`src/rtl/pe_operand_collector_pkg.sv`:
```
// Shared types and constants for the PE operand collector: source selects,
// FSM states and neighbour port indices.
package pe_operand_collector_pkg;

  typedef enum logic [2:0] {
    SRC_N     = 3'd0,
    SRC_E     = 3'd1,
    SRC_S     = 3'd2,
    SRC_W     = 3'd3,
    SRC_CONST = 3'd4,
    SRC_NONE  = 3'd5
  } src_sel_e;

  typedef enum logic {
    StCollect = 1'b0,
    StIssue   = 1'b1
  } opcoll_state_e;

  localparam int unsigned PortN    = 0;
  localparam int unsigned PortE    = 1;
  localparam int unsigned PortS    = 2;
  localparam int unsigned PortW    = 3;
  localparam int unsigned NumPorts = 4;

  // Encodings above SRC_CONST all mean the slot is not used.
  function automatic logic src_is_used(input logic [2:0] sel);
    return sel <= SRC_CONST;
  endfunction

endpackage

```
`src/rtl/opcoll_slot.sv`:
```
// One operand slot: selects its source, captures a tagged token or the
// constant into a holding register and tracks the full flag.
module opcoll_slot
  import pe_operand_collector_pkg::*;
#(
  parameter int unsigned DATA_WIDTH = 32
) (
  input  logic                               clk,
  input  logic                               reset,
  input  logic [2:0]                         sel_i,
  input  logic [NumPorts-1:0][DATA_WIDTH:0]  port_tok_i,
  input  logic [DATA_WIDTH-1:0]              const_i,
  input  logic                               capture_en_i,
  input  logic                               clear_i,
  output logic                               full_o,
  output logic [DATA_WIDTH-1:0]              data_o,
  output logic [NumPorts-1:0]                take_o
);

  logic                  full_q;
  logic [DATA_WIDTH-1:0] data_q;
  logic                  src_valid;
  logic [DATA_WIDTH-1:0] src_data;
  logic [NumPorts-1:0]   src_port;
  logic                  capture;

  always_comb begin
    src_valid = 1'b0;
    src_data  = '0;
    src_port  = '0;
    case (sel_i)
      SRC_N, SRC_E, SRC_S, SRC_W: begin
        src_valid             = port_tok_i[sel_i[1:0]][DATA_WIDTH];
        src_data              = port_tok_i[sel_i[1:0]][DATA_WIDTH-1:0];
        src_port[sel_i[1:0]] = 1'b1;
      end
      SRC_CONST: begin
        src_valid = 1'b1;
        src_data  = const_i;
      end
      default: ;
    endcase
  end

  assign capture = capture_en_i & src_is_used(sel_i) & ~full_q & src_valid;
  assign take_o  = capture ? src_port : '0;

  always_ff @(posedge clk) begin
    if (reset || clear_i) begin
      full_q <= 1'b0;
      data_q <= '0;
    end else if (capture) begin
      full_q <= 1'b1;
      data_q <= src_data;
    end
  end

  assign full_o = full_q;
  assign data_o = data_q;

endmodule

```
`src/rtl/pe_operand_collector.sv`:
```
// Collects up to three tagged operands from N/E/S/W neighbours or a constant and
// issues them to the ALU. Define OPCOLL_TIMEOUT_EN to abandon stuck partial collections.
module pe_operand_collector
  import pe_operand_collector_pkg::*;
#(
  parameter int unsigned DATA_WIDTH     = 32,
  parameter int unsigned TIMEOUT_CYCLES = 255
) (
  input  logic                  clk,
  input  logic                  reset,
  input  logic [DATA_WIDTH:0]   in_n,
  input  logic [DATA_WIDTH:0]   in_e,
  input  logic [DATA_WIDTH:0]   in_s,
  input  logic [DATA_WIDTH:0]   in_w,
  output logic [3:0]            in_ack,
  input  logic [2:0]            cfg_lhs_sel,
  input  logic [2:0]            cfg_rhs_sel,
  input  logic [2:0]            cfg_shift_sel,
  input  logic [5:0]            cfg_operation,
  input  logic [DATA_WIDTH-1:0] cfg_const,
  output logic [DATA_WIDTH:0]   op_LHS,
  output logic [DATA_WIDTH:0]   op_RHS,
  output logic [DATA_WIDTH:0]   op_SHIFT,
  output logic [5:0]            operation,
  output logic                  issue_valid,
  input  logic                  issue_ready,
  output logic                  err_timeout
);

  localparam int unsigned NumSlots = 3;

  opcoll_state_e                      state_q, state_d;
  logic                               cfg_latched_q;
  logic [NumSlots-1:0][2:0]           sel_q, sel_in, sel_eff;
  logic [5:0]                         opcode_q;
  logic [NumPorts-1:0][DATA_WIDTH:0]  port_tok;
  logic [NumSlots-1:0]                slot_full;
  logic [NumSlots-1:0][DATA_WIDTH-1:0] slot_data;
  logic [NumSlots-1:0][NumPorts-1:0]  slot_take;
  logic all_empty, all_used_full, done, latch, capture_en;
  logic issue_fire, timeout_fire, slot_clear;

  always_comb begin
    port_tok        = '0;
    port_tok[PortN] = in_n;
    port_tok[PortE] = in_e;
    port_tok[PortS] = in_s;
    port_tok[PortW] = in_w;
  end

  assign sel_in    = {cfg_shift_sel, cfg_rhs_sel, cfg_lhs_sel};
  assign all_empty = ~|slot_full;

  always_comb begin
    all_used_full = 1'b1;
    for (int i = 0; i < NumSlots; i++) begin
      if (src_is_used(sel_q[i]) && !slot_full[i]) all_used_full = 1'b0;
    end
  end

  // cfg_latched_q lets a configuration with no used slots still issue once.
  assign done       = (state_q == StCollect) && cfg_latched_q && all_used_full;
  assign latch      = (state_q == StCollect) && all_empty && !done;
  // Captures in the latch cycle already follow the incoming configuration.
  assign sel_eff    = latch ? sel_in : sel_q;
  assign capture_en = (state_q == StCollect) && !done && !timeout_fire;
  assign issue_fire = (state_q == StIssue) && issue_ready;
  assign slot_clear = issue_fire | timeout_fire;

  for (genvar i = 0; i < NumSlots; i++) begin : g_slot
    opcoll_slot #(
      .DATA_WIDTH(DATA_WIDTH)
    ) u_slot (
      .clk          (clk),
      .reset        (reset),
      .sel_i        (sel_eff[i]),
      .port_tok_i   (port_tok),
      .const_i      (cfg_const),
      .capture_en_i (capture_en),
      .clear_i      (slot_clear),
      .full_o       (slot_full[i]),
      .data_o       (slot_data[i]),
      .take_o       (slot_take[i])
    );
  end

  // Ack is combinational: the token is consumed on the same edge it is captured.
  always_comb begin
    in_ack = '0;
    for (int i = 0; i < NumSlots; i++) in_ack |= slot_take[i];
    if (reset) in_ack = '0;
  end

  always_comb begin
    state_d = state_q;
    unique case (state_q)
      StCollect: if (done) state_d = StIssue;
      StIssue:   if (issue_ready) state_d = StCollect;
      default:   state_d = StCollect;
    endcase
  end

  always_ff @(posedge clk) begin
    if (reset) begin
      state_q       <= StCollect;
      cfg_latched_q <= 1'b0;
      sel_q         <= {NumSlots{3'(SRC_NONE)}};
      opcode_q      <= '0;
    end else begin
      state_q <= state_d;
      if (latch) begin
        cfg_latched_q <= 1'b1;
        sel_q         <= sel_in;
        opcode_q      <= cfg_operation;
      end else if (slot_clear) begin
        cfg_latched_q <= 1'b0;
      end
    end
  end

  assign issue_valid = (state_q == StIssue);
  assign op_LHS      = issue_valid ? {slot_full[0], slot_data[0]} : '0;
  assign op_RHS      = issue_valid ? {slot_full[1], slot_data[1]} : '0;
  assign op_SHIFT    = issue_valid ? {slot_full[2], slot_data[2]} : '0;
  assign operation   = issue_valid ? opcode_q : '0;

`ifdef OPCOLL_TIMEOUT_EN
  localparam int unsigned CntW = (TIMEOUT_CYCLES > 1) ? $clog2(TIMEOUT_CYCLES) : 1;

  logic [CntW-1:0] tmo_cnt_q;
  logic            err_q;
  logic            partial;

  assign partial      = (state_q == StCollect) && !all_empty && !all_used_full;
  assign timeout_fire = partial && (tmo_cnt_q == CntW'(TIMEOUT_CYCLES - 1));

  always_ff @(posedge clk) begin
    if (reset) begin
      tmo_cnt_q <= '0;
      err_q     <= 1'b0;
    end else begin
      if (!partial || timeout_fire) tmo_cnt_q <= '0;
      else                          tmo_cnt_q <= tmo_cnt_q + 1'b1;
      if (timeout_fire) err_q <= 1'b1;
    end
  end

  assign err_timeout = err_q;
`else
  logic unused_timeout_cfg;
  assign unused_timeout_cfg = ^TIMEOUT_CYCLES;
  assign timeout_fire       = 1'b0;
  assign err_timeout        = 1'b0;
`endif

endmodule
```
`config.mk`:
```
export PLATFORM = sky130hd
export DESIGN_NAME = pe_operand_collector
export DESIGN_NICKNAME = d
export VERILOG_FILES = /design/src/rtl/pe_operand_collector_pkg.sv /design/src/rtl/opcoll_slot.sv /design/src/rtl/pe_operand_collector.sv
export SDC_FILE = /design/constraint.sdc
export NUM_CORES = 1
export LEC_CHECK = 0
export CORE_UTILIZATION = 50
export DETAILED_ROUTE_END_ITERATION = 16
export GPL_ROUTABILITY_DRIVEN = 1
export PLACE_DENSITY = 0.81
export REMOVE_ABC_BUFFERS = 1
export SYNTH_ARGS = -nofsm -noshare
export SYNTH_HDL_FRONTEND = slang
export SYNTH_HIERARCHICAL = 1
export SYNTH_SLANG_ARGS = --single-unit
```
`constraint.sdc`:
```
create_clock -name clk -period 9.65 [get_ports clk]
set_clock_uncertainty 0.1 [all_clocks]
set_input_delay 2.895 -clock clk [delete_from_list [all_inputs] [get_ports clk]]
set_output_delay 2.895 -clock clk [all_outputs]
set_load 0.01 [all_outputs]
```
# Yosys cells after proc, flatten, opt, wreduce, memory -nomap -nowiden
# Cells that the tools add are included.
classes:
  reduce_logical: 26
  muxes: 38
  magnitude_cmp: 12
  eq_ne: 12
  n_bitwise: 15
op_table:
  columns: ["cell", "n"]
  rows:
  - ["binary-select mux 33 bit (select 2 bit)", 3]
  - ["two-way mux 33 bit", 6]
  - ["one-hot mux 32 bit (2 select lines)", 3]
  - ["two-way mux 4 bit", 7]
  - ["== test 3 x 2 -> 1 bit, second input constant", 6]
  - ["<= comparator 3 bit, second input constant", 6]
  - ["logical AND 1 bit", 12]
  - ["OR reduction 4 bit", 3]
  - ["two-way mux 1 bit", 10]
  - ["AND 1 bit", 9]
  - ["== test 3 x 1 -> 1 bit, second input constant", 3]
  - ["== test 3 bit, second input constant", 3]
  - ["zero test 3 bit", 3]
  - ["< comparator 2 x 3 -> 1 bit, second input constant", 3]
  - ["two-way mux 9 bit", 1]
  - ["OR 4 bit", 2]
  - ["one-hot mux 1 bit (2 select lines)", 4]
  - ["demux 1 bit (select 2 bit)", 3]
  - ["greater-or-equal comparator 2 x 1 -> 1 bit, second input constant", 3]
  - ["two-way mux 6 bit", 1]
  - ["zero test 1 bit", 5]
  - ["inverter 1 bit", 4]
  - ["OR reduction 3 bit", 1]
  - ["nonzero test 2 bit", 1]
  - ["logical OR 1 bit", 1]
word_totals:
  out_inout_bits: 111
  inputBits: 182
  elab_cells: 115
  reg_bits: 116

# Logic depth before layout (Yosys ltp)
# Gate-level depths: netlist (run 1).
depth:
  ltp_word: 18
  ltp_mapped: 13
  mapped_depth_nobuf: 10

# Cells and area by module
# Netlist (run 1), hierarchy kept.
by_module_without_submodules:
  columns: ["module", "cells_each", "seq_area_each_um2", "area_each_um2", "instances"]
  rows:
  - ["opcoll_slot", 320, 660.6, 2755.1, 3]
  - ["pe_operand_collector", 220, 340.3, 1679.1, 1]

# Worst setup path after synthesis (run 1)
# OpenSTA, ideal clock, no wires.
synth_path:
  path_kind: "input port to output port"
  startpoint: "input port cfg_lhs_sel[2]"
  endpoint: "output port in_ack[1]"
  arrival_time_ps: 4411
  path_buffers: 1
  cell_stages: 8
  t_required_ps: 6655
  slack_ps: 2244
  cell_sequence: "mux2_2 or2_0 mux4_2 buf_6 nand2_1 nor4b_1 nor3_1 nor2_1"
synth_lines:
  columns: ["element", "line_no", "text"]
  rows:
  - ["from (decl)", "pe_operand_collector.sv:16", "input logic [2:0] cfg_lhs_sel,"]
  - ["to (decl)", "pe_operand_collector.sv:15", "output logic [3:0] in_ack,"]

==> impl_metrics.tcl, run 1 <==
set metrics [dict create \
    outcome "complete, no violations" \
    dp_hpwl_um 23690 \
    pin_count 293 \
    maxSlewHeadroom_pct 19.31 \
    clock.fmax_mhz 116.6 \
    crit_start "cfg_lhs_sel[0]" \
    insertedDiodeCount 0 \
    worstReg2RegStart "issue_valid$_SDFF_PP0_" \
    max_stage_delay_ns 0.59 \
    row_count 51 \
    cts_tree "done" \
    nets 1541 \
    post-route-util_pct 67.89 \
    clock_path_buffers 2 \
    worst_skew_pair.late_latency_ns 0.42 \
    reg2reg_slack_ns 5.09 \
    powerDensity_nw_per_um2 383.8 \
    die_h_um 143.0 \
    critPathKind "in2out" \
    cp_common_cell "clkdlybuf4s50_1" \
    grt_start_max_net_pins 112 \
    initial_core_util_pct 51.10 \
    leakage_nw 4.838 \
    cts_resized 0 \
    drv_cap 0 \
    drt_first_pass_iters 6 \
    num_vias 11039 \
    synthTopCellsByArea "dfxtp_1 23%, mux2i_1 12%, a211oi_2 11%, a21oi_1 9.5%, or4b_2 9.1%" \
    post_cts_buffers 0 \
    die_area_um2 20460 \
    yosysTopAreaCell "dfxtp_1" \
    avgSynthCellArea_um2 8.428 \
    setup_viol 0 \
    drtAntennaViolNets 0 \
    peakVddDrop_mv 0.3864 \
    grt_use_total_pct 37.46 \
    fin_crit_sh_pct 88.87 \
    synth.top_cell.area_share_pct 23.35 \
    gp_congestion 0.8779 \
    rr_endpoint "g_slot[1].u_slot/data_o[28]$_SDFFE_PP0P_" \
    drv_slew 0 \
    r2r.worst_path.cells 9 \
    drive_gt1_share_pct 19.24 \
    syn_inst 1180 \
    clock_sinks 116 \
    required_ns 6.66 \
    crit_chain "clkdlybuf4s50_1 > mux2_4 > mux4_2 > nand2_1 > nor4b_1 > nor3_1 > nor2_1 > clkdlybuf4s50_1" \
    drt_iter0_markers 1255 \
    cp.arrival_ns 5.58 \
    drc 0 \
    final_hold_viol_count 0 \
    start_kind "primary input" \
    cp-endpoint "in_ack[1]" \
    ys_ff_latch 116 \
    timing.setup.tns_ns 0 \
    seq_area_frac_synth_pct 23.35 \
    hold_path_class "reg2reg" \
    stdcell_area_um2 13210 \
    hold_buffers 0 \
    cp-end-kind "primary output" \
    area_growth_pct 32.88 \
    cts_root_buf "clkbuf_16" \
    coreArea_um2 19460 \
    placement.io_buffers 291 \
    h-tree-depth 4 \
    syn-cell-area_um2 9945 \
    vias_per_cell 6.743 \
    rsz0062_at_grt "false" \
    wl_um 39110 \
    grt-ovfl-total 0 \
    cts_made_buffers 17 \
    worstMarginPinSlew_ns 1.210 \
    dpl_cell_area_um2 12640 \
    clkTransAtPathRegs_ns 0.06 \
    grt_pass1_vias 10784 \
    slowest_stage "mux2_4" \
    antenna_found_initial 0 \
    grt_pass1_wl_um 58660 \
    avgRoutedWirePerCell_um 23.89 \
    die_w_um 143.0 \
    ys.warnings.count 6 \
    fin_crit_ns 8.576 \
    critPathMaxFanout 54 \
    synth.distinct_cells 36 \
]
[cell families after synthesis]
kind of cell	Yosys count	share of synthesized area, %
mux	129	13.63
buf+inv	152	7.524
compound gates	403	30.85
other cells	1	0.03771
simple gates	379	24.61
flops	116	23.35
[synth_stat cells (all sizes together)]
cell	count
a211oi	96
a21oi	189
and2	109
and3b	3
buf	41
clkbuf	111
conb	1
dfxtp	116
mux2	9
mux2i	117
mux4	3
nand2	96
nand2b	22
nand3b	6
nor2	21
nor2b	2
nor3	8
nor3b	3
nor4	4
nor4b	6
o21a	3
o21ai	21
o21ba	2
o221ai	90
o22ai	1
o31a	1
or2	9
or4b	90
[how the worst min path moves through the flow]
stage | cells after the start | to | start
CTS | 2 | opcode_q[1]$_SDFFE_PP0P_ | opcode_q[1]$_SDFFE_PP0P_
finish | 2 | opcode_q[1]$_SDFFE_PP0P_ | opcode_q[1]$_SDFFE_PP0P_
global route | 2 | opcode_q[5]$_SDFFE_PP0P_ | opcode_q[5]$_SDFFE_PP0P_
detailed placement | 2 | opcode_q[1]$_SDFFE_PP0P_ | opcode_q[1]$_SDFFE_PP0P_
floorplan | 2 | opcode_q[0]$_SDFFE_PP0P_ | opcode_q[0]$_SDFFE_PP0P_
global placement | 2 | opcode_q[5]$_SDFFE_PP0P_ | opcode_q[5]$_SDFFE_PP0P_
[worst max-delay path: cells and delay by family]
family / cells / cell delay, ns
buffers and inverters: 2 / 1.06
multiplexers: 2 / 0.93
AND/OR/NAND/NOR: 4 / 0.68
[state kept, by name (all words and copies together) (netlist names)]
name	cells
cfg_latched_q	1
opcode_q	6
sel_q	9
g_slot.u_slot/data_o	96
g_slot.u_slot/full_o	3
issue_valid	1
[layout make-up]
| cell class | count | area (um2) |
|---|---|---|
| Multi-Input combinational cell | 912 | 6908 |
| Fill cell | 1592 | 6248 |
| Timing Repair Buffer | 312 | 3070 |
| Sequential cell | 116 | 2326 |
| Clock buffer | 20 | 446.7 |
| Tap cell | 265 | 331.6 |
| Clock inverter | 12 | 131.4 |
[placed cells by master, fill, tap and decap left out, drive strengths merged, types with 5 or more instances in the layout]
cell type	Yosys	layout
clkdlybuf4s50	0	291
a21oi	189	189
mux2i	117	117
dfxtp	116	116
and2	109	109
nand2	96	96
a211oi	96	96
or4b	90	90
o221ai	90	90
nand2b	22	22
nor2	21	21
o21ai	21	21
buf	41	21
clkbuf	111	20
mux2	9	9
or2	9	9
nor3	8	8
nor4b	6	6
nand3b	6	6
clkinv	0	5
[report_power, final]
part	switching [mW]	internal, mW	leakage [nW]
combinational	2.42	1.29	3.61
sequential	0.111	0.624	0.954
clock	0.246	0.386	0.272
total	2.77	2.30	4.84
[metal layers]
metal | up-vias | track usage (%) | routed length [um]
met3 | 163 | 7.311 | 4155
met2 | 854 | 58.79 | 18120
met4 | 0 | 24.34 | 1817
li1 | 4832 | - | -
met5 | - | 0 | 0
met1 | 5190 | 46.74 | 15020
[per-stage QoR]
stage               worst slack [ns]  hold WS [ns]  total power, mW  std cells
global route                  0.9883        0.3992            5.292       1637
CTS                            1.128        0.3720            4.961       1637
detailed placement             1.144        0.3640            4.310       1605
floorplan                      1.137        0.3435            3.162       1028
finish                         1.074        0.3694            5.071       1637
global placement               1.273        0.3552            4.233       1605
(Power assumes the default switching activity.)
==> run 2, diff against run 1 <==
--- a/config.mk
+++ b/config.mk
@@ -8,9 +8,8 @@
 export CORE_UTILIZATION = 50
 export DETAILED_ROUTE_END_ITERATION = 16
 export GPL_ROUTABILITY_DRIVEN = 1
-export PLACE_DENSITY = 0.81
+export PLACE_DENSITY = 0.83
 export REMOVE_ABC_BUFFERS = 1
 export SYNTH_ARGS = -nofsm -noshare
 export SYNTH_HDL_FRONTEND = slang
-export SYNTH_HIERARCHICAL = 1
 export SYNTH_SLANG_ARGS = --single-unit
==> run 2 against run 1 <==
Wire length is 7.5% lower. Synthesized cell count rose by 3.5%. Register-to-register slack gained 0.14 ns. Critical path type unchanged.
==> impl_metrics.tcl, run 2 <==
set metrics [dict create \
    outcome "complete, no violations" \
    required_ns 6.66 \
    start_kind "primary input" \
    timing.setup.tns_ns 0 \
    drive_gt1_share_pct 5.517 \
    initial_core_util_pct 51.33 \
    ys.warnings.count 0 \
    leakage_nw 4.738 \
    fillers 1416 \
    wl_um 36180 \
    grt_use_total_pct 38.82 \
    critPathKind "in2out" \
    seq_area_frac_synth_pct 26.16 \
    coreArea_um2 17300 \
    peakVddDrop_mv 0.2764 \
    avgSynthCellArea_um2 7.272 \
    grt-ovfl-total 0 \
    synth.top_cell.area_share_pct 26.16 \
    cp-end-kind "primary output" \
    cts_tree "done" \
    whs_ns 0.3485 \
    die_area_um2 18290 \
    yosysTopAreaCell "dfxtp_1" \
    drtAntennaViolNets 0 \
    critPathMaxFanout 21 \
    hold_path_class "reg2reg" \
    vias_per_cell 6.521 \
    p_total_mw 4.899 \
    clock_path_buffers 2 \
    grt_pass1_wl_um 54990 \
    drt_first_pass_iters 6 \
    grt_start_max_net_pins 89 \
    antenna_found_initial 0 \
    syn_inst 1221 \
    dp_hpwl_um 23870 \
    clkTransAtPathRegs_ns 0.05 \
    ys.flop_type "dfxtp_1" \
    h-tree-depth 4 \
    reg2reg_slack_ns 5.23 \
    drt_iter0_markers 1447 \
    mostFrequentLayoutCells "291 x clkdlybuf4s50_1, 186 x nand2_1, 119 x o21ai_0, 117 x a21oi_1, 115 x dfxtp_1" \
    insertedDiodeCount 0 \
    post-route-util_pct 71.41 \
    fin_crit_sh_pct 89.89 \
    syn-cell-area_um2 8879 \
    final_hold_viol_count 0 \
    drv_cap 0 \
    row_count 48 \
    nets 1619 \
    cts_made_buffers 17 \
    ys_ff_latch 116 \
    drv_slew 0 \
    gp_congestion 0.9827 \
    hold_buffers 0 \
    worst_skew_pair.late_latency_ns 0.42 \
    synthTopCellsByArea "dfxtp_1 26%, nand2_1 7.9%, mux2i_1 7.7%, and2_1 7.5%, o21ai_0 6.7%" \
    place_ws_ns 1.064 \
    yosysMostFrequentCell "nand2_1" \
    clock_sinks 116 \
    avgRoutedWirePerCell_um 21.60 \
    setup_viol 0 \
    pin_count 293 \
    synth.distinct_cells 60 \
    die_w_um 135.3 \
    num_vias 10922 \
    die_h_um 135.3 \
    cp.arrival_ns 5.68 \
    powerDensity_nw_per_um2 396.6 \
    worstMarginPinSlew_ns 0.9118 \
    post_cts_buffers 0 \
    cts_resized 0 \
    drc 0 \
    fin_ws_ns 0.9753 \
    grt_pass1_vias 10165 \
    maxSlewHeadroom_pct 37.48 \
    rsz0062_at_grt "false" \
    layout_commonest_cell "clkdlybuf4s50_1" \
    placement.io_buffers 291 \
    largest_reg_flops 96 \
    clock.fmax_mhz 115.3 \
    fin_crit_ns 8.675 \
    async_flop_share_pct 0 \
    area_growth_pct 39.12 \
    synth_common_cells "187 x nand2_1, 119 x o21ai_0, 118 x a21oi_1" \
    synth-edff-count 0 \
    cts_root_buf "clkbuf_16" \
]
==> run 2: area by class of cell <==
class                      count  area [um2]  share of cell area [%]
multi-input combinational    982        6001                   48.58
tap                          225       281.5                   2.279
inverter                       8       30.03                  0.2431
clock buffer                  23       467.9                   3.789
clock inverter                 9       175.2                   1.418
sequential                   116        2326                   18.83
timing repair buffer         312        3070                   24.86
==> run 2: power by group <==
| group | internal (mW) | leakage (nW) | switching [mW] | total (mW) |
|---|---|---|---|---|
| Clock | 0.471 | 0.307 | 0.240 | 0.711 |
| Combinational | 1.15 | 3.48 | 2.29 | 3.44 |
| Sequential | 0.640 | 0.955 | 0.105 | 0.745 |
| Total | 2.26 | 4.74 | 2.64 | 4.90 |
==> run 2: cell families after synthesis <==
family,share of synthesized area (%)
simple gates,23.69
flops,26.16
other cells,0.04224
buf+inv,6.821
compound gates,35.63
mux,7.666
==> run 2: metal layers <==
metal  up-vias  routed length (um)  track usage (%)
met1      5022               13800            48.57
met3       154                4096            8.081
li1       4917                   -                -
met2       829               16630            62.56
met5         -                   0                0
met4         0                1650            20.47
==> run 2: critical path, cell delays in order <==
cell	delay [ns]
clkdlybuf4s50_1	0.52
o211a_1	0.26
or2_2	0.57
nand2_1	0.34
o32ai_1	0.22
a22oi_1	0.16
nor2_1	0.14
clkdlybuf4s50_1	0.57
==> run 2: worst paths after layout <==
kind,startpoint,endpoint,depth (start not counted)
max,cfg_shift_sel[0],in_ack[3],8
min,opcode_q[1]$_SDFFE_PP0N_,opcode_q[1]$_SDFFE_PP0N_,2
max reg2reg,issue_valid$_SDFF_PP0_,g_slot[2].u_slot.data_o[28]$_SDFFE_PP0P_,10
min reg2reg,opcode_q[1]$_SDFFE_PP0N_,opcode_q[1]$_SDFFE_PP0N_,2
==> run 2: through the flow <==
step	instance area, um2	cells
2_1_floorplan	8303	1106
3_3_place_gp	11710	1643
3_5_place_dp	11710	1643
4_1_cts	12350	1675
5_1_grt	12350	1675
6_report	12350	1675
==> run 3, diff against run 2 <==
--- a/config.mk
+++ b/config.mk
@@ -13,3 +13,4 @@
 export SYNTH_ARGS = -nofsm -noshare
 export SYNTH_HDL_FRONTEND = slang
 export SYNTH_SLANG_ARGS = --single-unit
+export TNS_END_PERCENT = 20
==> results of run 3 <==
Final layout, timing and power as in run 2 (identical DEF).
